--- config.mk ---
export PLATFORM = sky130hd
export DESIGN_NAME = tsv_frame_tx_flat
export DESIGN_NICKNAME = d
export VERILOG_FILES = /design/src/rtl/tsv_frame_tx_if.sv /design/src/rtl/tsv_frame_tx.sv /design/src/flat_wrapper.sv
export SDC_FILE = /design/constraint.sdc
export NUM_CORES = 1
export LEC_CHECK = 0
export ABC_AREA = 1
export BUFFER_PORTS_ARGS = -buffer_cell sky130_fd_sc_hd__buf_4
export CAP_MARGIN = 20
export CORE_UTILIZATION = 41
export CTS_CLUSTER_SIZE = 14
export DETAILED_ROUTE_END_ITERATION = 6
export SLEW_MARGIN = 20
export SYNTH_ARGS = -nofsm -noshare
export SYNTH_HDL_FRONTEND = slang
export SYNTH_SLANG_ARGS = --single-unit
--- constraint.sdc ---
create_clock -name clk -period 2.05 [get_ports clk]
set_input_delay 0 -clock clk [delete_from_list [all_inputs] [get_ports clk]]
set_output_delay 0 -clock clk [all_outputs]
set_load 0.005 [all_outputs]
--- src/rtl/tsv_frame_tx_if.sv ---
// Handshake and serial-line bundle between the layer self-test FSM and tsv_frame_tx.
// The self-test FSM side uses the master modport; the serializer uses the slave modport.
interface tsv_frame_tx_if #(
    parameter int DROP_W = 8
);
    logic              tx_valid;
    logic [31:0]       tx_data;
    logic              tsv_tx;
    logic [3:0]        tsv_drv;
    logic              busy;
    logic              done;
    logic [DROP_W-1:0] drop_cnt;

    modport master (
        output tx_valid, tx_data,
        input  tsv_tx, tsv_drv, busy, done, drop_cnt
    );

    modport slave (
        input  tx_valid, tx_data,
        output tsv_tx, tsv_drv, busy, done, drop_cnt
    );
endinterface

--- src/rtl/tsv_frame_tx.sv ---
// Serializes the self-test sort/ID word onto the single-bit TSV line: start, 32 data bits LSB first,
// stop and idle-high guard periods. Defining TSV_PARITY_EN adds an even-parity bit after the data.
module tsv_frame_tx #(
    parameter int CLKS_PER_BIT = 4,
    parameter int GUARD_BITS   = 2,
    parameter int DROP_W       = 8
) (
    input logic           clk,
    input logic           rst_n,
    tsv_frame_tx_if.slave bus
);

    localparam int CW = (CLKS_PER_BIT > 1) ? $clog2(CLKS_PER_BIT) : 1;
    localparam int GW = (GUARD_BITS > 1) ? $clog2(GUARD_BITS) : 1;
    localparam logic [CW-1:0] CLK_LAST = CW'(CLKS_PER_BIT - 1);
    localparam logic [CW-1:0] CLK_PENULT = CW'(CLKS_PER_BIT - 2);

`ifdef TSV_PARITY_EN
    typedef enum logic [2:0] {IDLE, START, DATA, PAR, STOP, GUARD} state_t;
`else
    typedef enum logic [2:0] {IDLE, START, DATA, STOP, GUARD} state_t;
`endif

    state_t            state_reg;
    logic [CW-1:0]     clk_cnt_reg;
    logic [5:0]        bit_cnt_reg;
    logic [GW-1:0]     guard_cnt_reg;
    logic [31:0]       shreg_reg;
    logic              tx_valid_q_reg;
    logic              armed_reg;
    logic              tsv_tx_reg;
    logic [3:0]        tsv_drv_reg;
    logic              busy_reg;
    logic              done_reg;
    logic [DROP_W-1:0] drop_cnt_reg;
`ifdef TSV_PARITY_EN
    logic              parity_reg;
`endif

    logic rise;
    logic bit_end;
    logic last_guard;
    logic final_state;
    logic done_arm;

    // armed_reg keeps a level already high at reset release from looking like a new request
    assign rise     = bus.tx_valid & ~tx_valid_q_reg & armed_reg;
    assign bit_end  = (clk_cnt_reg == CLK_LAST);

    generate
        if (GUARD_BITS > 0) begin : g_guard
            assign last_guard  = (guard_cnt_reg == GW'(GUARD_BITS - 1));
            assign final_state = (state_reg == GUARD) && last_guard;
        end else begin : g_no_guard
            assign last_guard  = 1'b1;
            assign final_state = (state_reg == STOP);
        end
    endgenerate

    // done is registered, so it is raised one cycle ahead of the frame's final cycle
    assign done_arm = final_state && (clk_cnt_reg == CLK_PENULT);

    always_ff @(posedge clk or negedge rst_n) begin
        if (!rst_n) begin
            state_reg      <= IDLE;
            clk_cnt_reg    <= '0;
            bit_cnt_reg    <= '0;
            guard_cnt_reg  <= '0;
            shreg_reg      <= '0;
            tx_valid_q_reg <= 1'b0;
            armed_reg      <= 1'b0;
            tsv_tx_reg     <= 1'b1;
            tsv_drv_reg    <= 4'b0001;
            busy_reg       <= 1'b0;
            done_reg       <= 1'b0;
            drop_cnt_reg   <= '0;
`ifdef TSV_PARITY_EN
            parity_reg     <= 1'b0;
`endif
        end else begin
            tx_valid_q_reg <= bus.tx_valid;
            armed_reg      <= armed_reg | ~bus.tx_valid;
            done_reg       <= done_arm;

            if (rise && (state_reg != IDLE) && (drop_cnt_reg != {DROP_W{1'b1}}))
                drop_cnt_reg <= drop_cnt_reg + 1'b1;

            if (state_reg != IDLE)
                clk_cnt_reg <= bit_end ? '0 : clk_cnt_reg + 1'b1;

            case (state_reg)
                IDLE: begin
                    if (rise) begin
                        state_reg   <= START;
                        clk_cnt_reg <= '0;
                        shreg_reg   <= bus.tx_data;
                        tsv_drv_reg <= bus.tx_data[27:24];
                        tsv_tx_reg  <= 1'b0;
                        busy_reg    <= 1'b1;
`ifdef TSV_PARITY_EN
                        parity_reg  <= ^bus.tx_data;
`endif
                    end
                end
                START: begin
                    if (bit_end) begin
                        state_reg   <= DATA;
                        bit_cnt_reg <= '0;
                        tsv_tx_reg  <= shreg_reg[0];
                    end
                end
                DATA: begin
                    if (bit_end) begin
                        shreg_reg   <= shreg_reg >> 1;
                        bit_cnt_reg <= bit_cnt_reg + 6'd1;
                        if (bit_cnt_reg == 6'd31) begin
`ifdef TSV_PARITY_EN
                            state_reg  <= PAR;
                            tsv_tx_reg <= parity_reg;
`else
                            state_reg  <= STOP;
                            tsv_tx_reg <= 1'b1;
`endif
                        end else begin
                            tsv_tx_reg <= shreg_reg[1];
                        end
                    end
                end
`ifdef TSV_PARITY_EN
                PAR: begin
                    if (bit_end) begin
                        state_reg  <= STOP;
                        tsv_tx_reg <= 1'b1;
                    end
                end
`endif
                STOP: begin
                    if (bit_end) begin
                        if (GUARD_BITS == 0) begin
                            state_reg <= IDLE;
                            busy_reg  <= 1'b0;
                        end else begin
                            state_reg     <= GUARD;
                            guard_cnt_reg <= '0;
                        end
                    end
                end
                GUARD: begin
                    if (bit_end) begin
                        if (last_guard) begin
                            state_reg <= IDLE;
                            busy_reg  <= 1'b0;
                        end else begin
                            guard_cnt_reg <= guard_cnt_reg + 1'b1;
                        end
                    end
                end
                default: begin
                    state_reg  <= IDLE;
                    busy_reg   <= 1'b0;
                    tsv_tx_reg <= 1'b1;
                end
            endcase
        end
    end

    assign bus.tsv_tx   = tsv_tx_reg;
    assign bus.tsv_drv  = tsv_drv_reg;
    assign bus.busy     = busy_reg;
    assign bus.done     = done_reg;
    assign bus.drop_cnt = drop_cnt_reg;

endmodule

--- src/flat_wrapper.sv ---
// flat-port wrapper written by rule: the top's interface ports become plain ports
module tsv_frame_tx_flat 
#(
    parameter int CLKS_PER_BIT = 4,
    parameter int GUARD_BITS   = 2,
    parameter int DROP_W       = 8
)
  (clk, rst_n, bus_tx_valid, bus_tx_data, bus_tsv_tx, bus_tsv_drv, bus_busy, bus_done, bus_drop_cnt);
  tsv_frame_tx_if #(.DROP_W(DROP_W)) bus_i ();
  input logic clk;
  input logic rst_n;
  input wire logic [$bits(bus_i.tx_valid)-1:0] bus_tx_valid;
  input wire logic [$bits(bus_i.tx_data)-1:0] bus_tx_data;
  output wire logic [$bits(bus_i.tsv_tx)-1:0] bus_tsv_tx;
  output wire logic [$bits(bus_i.tsv_drv)-1:0] bus_tsv_drv;
  output wire logic [$bits(bus_i.busy)-1:0] bus_busy;
  output wire logic [$bits(bus_i.done)-1:0] bus_done;
  output wire logic [$bits(bus_i.drop_cnt)-1:0] bus_drop_cnt;
  assign bus_i.tx_valid = bus_tx_valid;
  assign bus_i.tx_data = bus_tx_data;
  assign bus_tsv_tx = bus_i.tsv_tx;
  assign bus_tsv_drv = bus_i.tsv_drv;
  assign bus_busy = bus_i.busy;
  assign bus_done = bus_i.done;
  assign bus_drop_cnt = bus_i.drop_cnt;
  tsv_frame_tx #(.CLKS_PER_BIT(CLKS_PER_BIT), .GUARD_BITS(GUARD_BITS), .DROP_W(DROP_W)) u_core (.clk(clk), .rst_n(rst_n), .bus(bus_i));
endmodule
==> results of run 1 <==
[worst register-to-register path: cells and delay by family, from the launching register on]
kind                   cells  cell delay [ns]
AO/OA/AOI/OAI              1             0.08
flip-flops                 1             0.44
AND/OR/NAND/NOR            5             1.01
buffers and inverters      1             0.12
[metrics by stage]
stage | util | power [W] | hold slack (ns) | worst slack, ns | area (µm²)
floorplan | - | 0.00353 | -0.296 | 0.703 | 3190
global placement | 0.486 | 0.00397 | 0.136 | 0.346 | 3600
detailed placement | 0.486 | 0.00403 | 0.139 | 0.298 | 3600
CTS | 0.563 | 0.00547 | 0.00383 | 0.290 | 4170
global route | 0.563 | 0.00587 | 0.00294 | 0.0924 | 4170
finish | 0.563 | 0.00541 | 0.00656 | 0.327 | 4170
[worst paths after layout]
check                                      start                     to  slack [ns]  depth (start not counted)
max                          u_core.state_reg[0]   u_core.shreg_reg[18]        0.33                          7
min                               bus_tx_data[5]    u_core.shreg_reg[5]       0.007                          5
max reg2reg                  u_core.state_reg[0]   u_core.shreg_reg[18]        0.33                          7
min reg2reg                u_core.bus.tsv_drv[0]  u_core.bus.tsv_drv[0]        0.47                          2
max in group asynchronous                  rst_n    u_core.shreg_reg[4]        1.25                          2
min in group asynchronous                  rst_n        u_core.bus.done        0.28                          2
[kinds of logic (layout without fill, tap and decap cells)]
group,count (synthesis),count (layout),synth area share
AND/OR/NAND/NOR,175,175,0.230
AO/OA/AOI/OAI,82,82,0.163
buffers and inverters,63,148,0.0905
flip-flops,61,61,0.479
XOR/XNOR,8,8,0.0219
adder cells (fa/ha/maj),4,4,0.0157
[Yosys cell counts]
cell      number
a21oi_1        3
nand3_1       18
xnor2_1        5
nand3b_1       1
xor2_1         3
dfrtp_1       59
o21ai_0       43
inv_1         48
nand2_8        1
nand2_4        3
nand2_1      134
a21oi_2        1
ha_1           4
o21ai_2       26
nor2_1        14
inv_2          1
o21a_1         1
dfstp_2        2
nor3_1         1
nor2_2         2
buf_2          4
inv_4          1
buf_6          6
o21bai_1       2
nor2_4         1
o21ai_1        6
clkbuf_1       3
[final cells by class]
| class | instances | area [µm²] | share of cell area |
|---|---|---|---|
| sequential | 61 | 1530 | 0.367 |
| multi-input combinational | 269 | 1380 | 0.330 |
| timing repair buffer | 82 | 693 | 0.166 |
| inverter | 50 | 190 | 0.0456 |
| clock buffer | 13 | 169 | 0.0405 |
| tap | 99 | 124 | 0.0297 |
| clock inverter | 3 | 90.1 | 0.0216 |
[routing by layer]
| metal | share of wire | wire [µm] | track usage | vias up |
|---|---|---|---|---|
| li1 | - | - | - | 1398 |
| met5 | 0 | 0 | 0 | - |
| met4 | 0.014 | 90 | 0.0565 | 0 |
| met2 | 0.47 | 3020 | 0.289 | 39 |
| met1 | 0.48 | 3090 | 0.221 | 1222 |
| met3 | 0.040 | 260 | 0.0606 | 9 |
[timing repair]
item / CTS / global route
buffers inserted: 0 / 0
hold endpoints to repair: 94 / 0
hold buffers: 31 / 0
[power breakdown]
group | internal [W] | switching [W]
sequential | 0.00169 | 0.000248
combinational | 0.000847 | 0.00126
clock | 0.000908 | 0.000461
total | 0.00345 | 0.00197
==> run metrics, run 1 <==
Final setup viols=0; synthesized flop and latch total=61; first-pass GRT wire length=11600 µm; Area contributors post-synth=dfrtp_1 46%, nand2_1 16%, o21ai_2 7.1%; layout cell share with drive strength beyond 1=0.218; Pleak=2.10 nW; Mapped Cells=393; CP bufs+invs=1; Synth cell types=27; Post-Syn Area per Cell=8.12 µm²; Die Y=90.3 µm; via count=2668; share of the synthesized area in the top cell type=0.462; drt drc=0; WL final=6460 µm; Max VDD drop=481 µV; starting density of the core=0.431; most common cell after layout, fill and taps aside=nand2_1; period utilisation layout=0.840; clk_lat worst skew=0.34 ns; post-synth top area cell=dfrtp_1; Final min period=1.72 ns; commonest non-fill, non-tap cells in the layout=134 x nand2_1, 59 x dfrtp_1, 51 x buf_4; die width=90.3 µm; Max Clk Rate=580 MHz; Routed WL per cell=11.2 µm; Layout Skew=0.0109 ns; final hold vios=0; ant diodes=0; Sink Count=61; dpl hpwl=4250 µm; vias in the first global route=2620; CP Max Fanout=63; Worst path slowest cell=dfrtp_1; FP Rows=31; Post-Syn Area=0.00319 mm²; max reg flops=32; Pre-antenna DRT Iters=4; post_cts resized=0; Placed Cells incl. Taps=530; slew at the pin with the worst max-slew slack=0.783 ns; io pins=50; CTS tree=yes; First DRT Iteration DRCs=141; max_cap viols=0; Net Count, Synth=432; WP data arrival=1.99 ns; total grt overflow=0; Worst setup SP type=flop; Area Overhead vs Synth=30.6%; Clock Root Buffer=clkbuf_8; Min-Delay Path Class=input port to flop; Worst Setup End Kind=flop; Max Slew Vio Count=0; RePlAce Congestion=0.825; Die Footprint=0.00815 mm²; Fillers=677; CP Data Required Time=2.31 ns; DR vias/cell=4.62; largest net degree at the start of global routing=64; Seq/Total Area, Yosys=0.479; setup TNS=0 ns; placeable core area=0.00741 mm²; fin cells=577; PortBufs=49; CTS buffer count=9; relative slew slack=0.478; critical path, cell by cell=nor2_2 -> nand2_4 -> inv_4 -> nand2_4 -> nand2_8 -> nand2_1 -> o21ai_2; antenna viol nets, final=0; clk slew on worst S/H paths=0.07 ns; nets=512; RSZ-0062 raised after global routing=false; htree depth=3; Crit path top cell by count=nand2_4; Ys Warns=0; Total GRT Usage=0.178; CP delay by family, top=simple AND/OR/NAND/NOR gates; Bufs on Longest Clock Path=2; status=completed; crit path kind=flop to flop; crit-path max cell delay=0.44 ns; initial antenna violation count=0; Cell Pwr Density=1300 mW/mm²
(Power assumes the default switching activity.)
==> inputs of run 2 (changes only) <==
Settings changed: ABC_AREA 1 to 0.
Clock period 2.05 ns to 1.7 ns, I/O delays scaled along.
==> run metrics, run 2 <==
status=completed; DR vias/cell=4.84 (+4.7%); initial antenna violation count=0 (unchanged); Seq/Total Area, Yosys=0.507 (+0.0280); Area Overhead vs Synth=32.7%; antenna viol nets, final=0 (unchanged); routing usage on met3=0.0528 (-0.00783); period utilisation layout=0.913 (+0.0728); Worst setup SP type=flop; r2r setup slk=0.15 ns (-0.18 ns); Worst Setup End Kind=flop; RSZ-0062 raised after global routing=false; relative slew slack=0.640 (+0.161); CP Max Fanout=49 (-22%); Sink Count=61 (unchanged); nets=404 (-21%); max reg flops=32 (unchanged); hold_ws=0.150 ns (+0.143 ns); crit-path max cell delay=0.39 ns (-0.05 ns); Pre-antenna DRT Iters=4 (unchanged); most common cell after layout, fill and taps aside=buf_4; Fillers=611 (-9.7%); commonest non-fill, non-tap cells in the layout=59 x buf_4, 58 x dfrtp_1, 47 x nand2_1; CTS tree=yes; Setup Fix Bufs, Post-CTS=0 (unchanged); ant diodes=0 (unchanged); dominant cell by count in the synthesized netlist=dfrtp_1; Top FF cell, synth=dfrtp_1; Max Clk Rate=644 MHz (+11%); clk slew on worst S/H paths=0.06 ns (about the same); die width=87.8 µm (-2.7%); Max Slew Vio Count=0 (unchanged); Post-Syn Area=0.00302 mm² (-5.5%); share of flip-flops with an asynchronous set or reset=1.00 (unchanged); Crit path top cell by count=nand2_1; Most Used Layer, Global Route=met2; total grt overflow=0 (unchanged); Die Footprint=0.00770 mm² (-5.4%); dpl hpwl=3940 µm (-7.3%); Final min period=1.55 ns (-0.170 ns); Area contributors post-synth=dfrtp_1 49%, mux2i_1 10%, o21ai_2 7.3%; Mapped Cells=275 (-30%); Post-Place Setup Slack=0.153 ns (-0.144 ns); starting density of the core=0.434 (+0.00341); layout cell share with drive strength beyond 1=0.303 (+0.0851); CP Data Required Time=1.93 ns (-0.38 ns); htree depth=3 (unchanged); top cells by count, synth=59 x dfrtp_1, 47 x nand2_1, 31 x mux2i_1; largest net degree at the start of global routing=50 (-22%); Final setup viols=0 (unchanged); critical path, cell by cell=ha_1 -> nand2_1 -> a211o_2 -> buf_12 -> nand2_1 -> o21ai_2; FP Rows=30 (-3.2%); crit path kind=flop to flop; CP startpoint=u_core.clk_cnt_reg[0]; placeable core area=0.00694 mm² (-6.3%); Cell Pwr Density=1500 mW/mm² (+16%); reg-to-reg endpoint=u_core.shreg_reg[16]; final hold vios=0 (unchanged); share of the synthesized area in the top cell type=0.489 (+0.0270); Total GRT Usage=0.173 (-0.00420); met2 usage=0.281 (-0.00826); reg-to-reg startpoint=u_core.clk_cnt_reg[0]; setup TNS=0 ns (unchanged); WL final=6000 µm (-7.1%); Worst Slack Setup Final=0.148 ns (-0.180 ns); Ys Warns=0 (unchanged); max_cap viols=0 (unchanged); via count=2256 (-15%); Routed WL per cell=12.9 µm (+15%); clk_lat worst skew=0.34 ns (about the same); Net Count, Synth=314 (-27%); Clock Root Buffer=clkbuf_8; synthesized flop and latch total=61 (unchanged); RePlAce Congestion=0.762 (-7.6%); CTS buffer count=9 (unchanged); WP data arrival=1.78 ns (-0.21 ns); PortBufs=49 (unchanged); First DRT Iteration DRCs=98 (-30%); post-synth top area cell=dfrtp_1; Die Y=87.8 µm (-2.7%); io pins=50 (unchanged); post_cts resized=0 (unchanged); drt drc=0 (unchanged); Min-Delay Path Class=input port to asynchronous set/reset pin; Worst path slowest cell=dfrtp_1; Post-Syn Area per Cell=11.0 µm² (+35%); slew at the pin with the worst max-slew slack=0.541 ns (-0.242 ns); Bufs on Longest Clock Path=2 (unchanged); first-pass GRT wire length=10100 µm (-13%); Layout Skew=0.00636 ns (-0.00452 ns); met1 Use GR=0.214 (-0.00794); Max VDD drop=848 µV (+76%); Pleak=1.84 nW (-13%); Synth cell types=40 (+48%); vias in the first global route=2221 (-15%); EDFF count, synth=0 (unchanged); worst reg2reg path depth=6 (-1)
run 2: worst max-delay path by stage:
stage	end
2_1_floorplan	u_core.shreg_reg[0]
3_3_place_gp	u_core.shreg_reg[15]
3_5_place_dp	u_core.shreg_reg[16]
4_1_cts	u_core.shreg_reg[16]
5_1_grt	u_core.bit_cnt_reg[3]
6_report	u_core.shreg_reg[16]
run 2: final cells by class:
cell class	count	area (µm²)	area share
tap	96	120	0.0300
clock buffer	15	166	0.0416
multi-input combinational	195	1350	0.337
timing repair buffer	95	823	0.206
sequential	61	1530	0.382
inverter	3	11.3	0.00281
clock inverter	1	5.00	0.00125
run 2: logic make-up after synthesis:
family / synth area share
and+or+nand+nor: 0.138
AOI/OAI and AO/OA: 0.146
muxes: 0.125
DFF: 0.507
adders and majority gates: 0.0166
buffers and inverters: 0.0469
xor gates and xnor gates: 0.0203
run 2: through the flow:
| stage | area [µm²] | utilization | total power (W) | std cells |
|---|---|---|---|---|
| after floorplan | 3020 | - | 0.00422 | 275 |
| after detailed placement | 3490 | 0.503 | 0.00486 | 416 |
| final | 4000 | 0.577 | 0.00601 | 466 |
| after CTS | 4000 | 0.577 | 0.00607 | 466 |
| after global placement | 3490 | 0.503 | 0.00480 | 416 |
| after global routing | 4000 | 0.577 | 0.00649 | 466 |
run 2: worst max-delay path: cells and delay by family (launching register included):
kind | cells | cell delay, ns
and+or+nand+nor | 2 | 0.20
adders and majority gates | 1 | 0.26
AOI/OAI and AO/OA | 2 | 0.38
DFF | 1 | 0.39
buffers and inverters | 1 | 0.20
run 2: layer usage:
layer  vias up  part of all wire
met5         -                 0
met4         0             0.018
met3        13             0.039
met2        44              0.48
met1      1041              0.47
li1       1158                 -
run 2: report_power, final:
part,internal (W),switching (W)
clock,0.000609,0.000529
sequential,0.00205,0.000429
combinational,0.00120,0.00119
run 2: timing repair:
item                                    in CTS  in global routing
endpoints found under the setup margin       0                  0
endpoints found under the hold margin       98                  0
hold buffers                                34                  0
==> inputs of run 3 (changes only) <==
Settings changed: REMOVE_ABC_BUFFERS from default to 1.
Clock period 1.7 ns to 1.9 ns, I/O delays scaled along.
==> run metrics, run 3 (synthesized netlist as in run 2, its figures left out) <==
Min-Delay Path Class=input port to asynchronous set/reset pin; starting density of the core=0.434 (unchanged); relative slew slack=0.475 (-0.164); Area Overhead vs Synth=31.6%; CP Max Fanout=62 (+27%); Total GRT Usage=0.176 (+0.00250); final hold vios=0 (unchanged); total grt overflow=0 (unchanged); Logic pwr share=0.375 (-0.023); dpl hpwl=3690 µm (-6.4%); met3 WL post-DR=239 µm (+0.84%); Cell Area, Placed=0.00343 mm² (-1.9%); PortBufs=49 (unchanged); Final min period=1.73 ns (+0.180 ns); Die Y=87.8 µm (unchanged); Worst Setup End Kind=flop; vias in the first global route=2204 (-0.77%); nets=397 (-1.7%); First DRT Iteration DRCs=122 (+24%); Clk pwr share=0.217 (+0.028); Pleak=1.81 nW (-1.3%); commonest non-fill, non-tap cells in the layout=58 x dfrtp_1, 53 x buf_4, 47 x nand2_1; Routed WL per cell=13.0 µm (+1.0%); largest net degree at the start of global routing=63 (+26%); reg-to-reg startpoint=u_core.clk_cnt_reg[0]; die width=87.8 µm (unchanged); most common cell after layout, fill and taps aside=dfrtp_1; post_cts resized=0 (unchanged); Cell Pwr Density=1380 mW/mm² (-8.4%); Final Cell Area=0.00397 mm² (-0.84%); clk_lat worst skew=0.34 ns (about the same); hold_ws=0.296 ns (+0.146 ns); via count=2219 (-1.6%); FP Rows=30 (unchanged); clk slew on worst S/H paths=0.07 ns (about the same); wl on met1=2810 µm (+0.57%); htree depth=3 (unchanged); Final setup viols=0 (unchanged); setup TNS=0 ns (unchanged); CP startpoint=u_core.clk_cnt_reg[0]; max_cap viols=0 (unchanged); CTS buffer count=9 (unchanged); CTS tree=yes; Bufs on Longest Clock Path=2 (unchanged); first-pass GRT wire length=10200 µm (+1.4%); fin cells=459 (-1.5%); Die Footprint=0.00770 mm² (unchanged); ant diodes=0 (unchanged); CP Data Required Time=2.11 ns (+0.18 ns); Clock Root Buffer=clkbuf_8; max reg flops=32 (unchanged); Max Slew Vio Count=0 (unchanged); Sink Count=61 (unchanged); wire length on met2=2850 µm (-0.32%); DR vias/cell=4.83 (-0.14%); Placed Cells incl. Taps=409 (-1.7%); placeable core area=0.00694 mm² (unchanged); Max VDD drop=886 µV (+4.4%); antenna viol nets, final=0 (unchanged); Power Internal=0.00352 W (-8.8%); Max Clk Rate=577 MHz (-10%); RePlAce Congestion=0.796 (+4.5%); status=completed; period utilisation layout=0.912 (-0.00162); WP data arrival=1.94 ns (+0.16 ns); initial antenna violation count=0 (unchanged); Pre-antenna DRT Iters=4 (unchanged); drt drc=0 (unchanged); Worst setup SP type=flop; sw frac=0.355 (-0.00265); slew at the pin with the worst max-slew slack=0.787 ns (+0.247 ns); layout cell share with drive strength beyond 1=0.298 (-0.00518); Layout Skew=0.00966 ns (+0.00330 ns); RSZ-0062 raised after global routing=false; crit path kind=flop to flop; io pins=50 (unchanged); Sw Pwr=0.00194 W (-9.8%); top routing layer in use=met4; WL final=5970 µm (-0.52%); part of the power in registers=0.408 (-0.005)
run 3: routing by layer:
layer,up-vias,global-route usage
met4,0,0.0686
met2,54,0.279
li1,1136,-
met3,6,0.0537
met1,1023,0.225
met5,-,0
run 3: final timing paths:
kind | to | slack, ns | cells past startpoint
max | u_core.shreg_reg[13] | 0.17 | 6
min | u_core.bus.drop_cnt[3] | 0.30 | 2
max reg2reg | u_core.shreg_reg[13] | 0.17 | 6
min reg2reg | u_core.shreg_reg[4] | 0.48 | 2
max in group asynchronous | u_core.state_reg[1] | 1.06 | 2
min in group clk | u_core.tx_valid_q_reg | 0.36 | 2
run 3: per-stage QoR:
step / setup WS (ns) / total power, W / utilization
after floorplan: -1.51 / 0.00364 / -
after global placement: 0.222 / 0.00422 / 0.494
after detailed placement: 0.181 / 0.00427 / 0.494
after CTS: 0.170 / 0.00553 / 0.572
after global routing: 0.0188 / 0.00591 / 0.572
final: 0.168 / 0.00546 / 0.572
run 3: repair_timing:
item | in CTS | in global routing
buffers inserted | 0 | 0
endpoints found under the hold margin | 97 | 0
hold buffers | 34 | 0
run 3: cell type report:
type / count / area [µm²]
sequential: 61 / 1530
fill: 608 / 2970
timing repair buffer: 88 / 758
multi-input combinational: 195 / 1350
clock buffer: 12 / 155
inverter: 3 / 11.3
tap: 96 / 120
clock inverter: 4 / 47.5
run 3: critical path: stages, from the launching register on:
cell,delay (ns)
dfrtp_1,0.41
ha_1,0.35
nand2_1,0.12
a211o_2,0.33
buf_12,0.21
nand2_1,0.12
o21ai_2,0.06
run 3: power by group through the flow:
stage	clock network (W)	logic, W	registers [W]
6_report	0.00119	0.00205	0.00223
5_1_grt	0.00129	0.00230	0.00232
4_1_cts	0.00123	0.00207	0.00223
3_5_place_dp	0	0.00202	0.00225
3_3_place_gp	0	0.00198	0.00224
2_1_floorplan	0	0.00134	0.00230
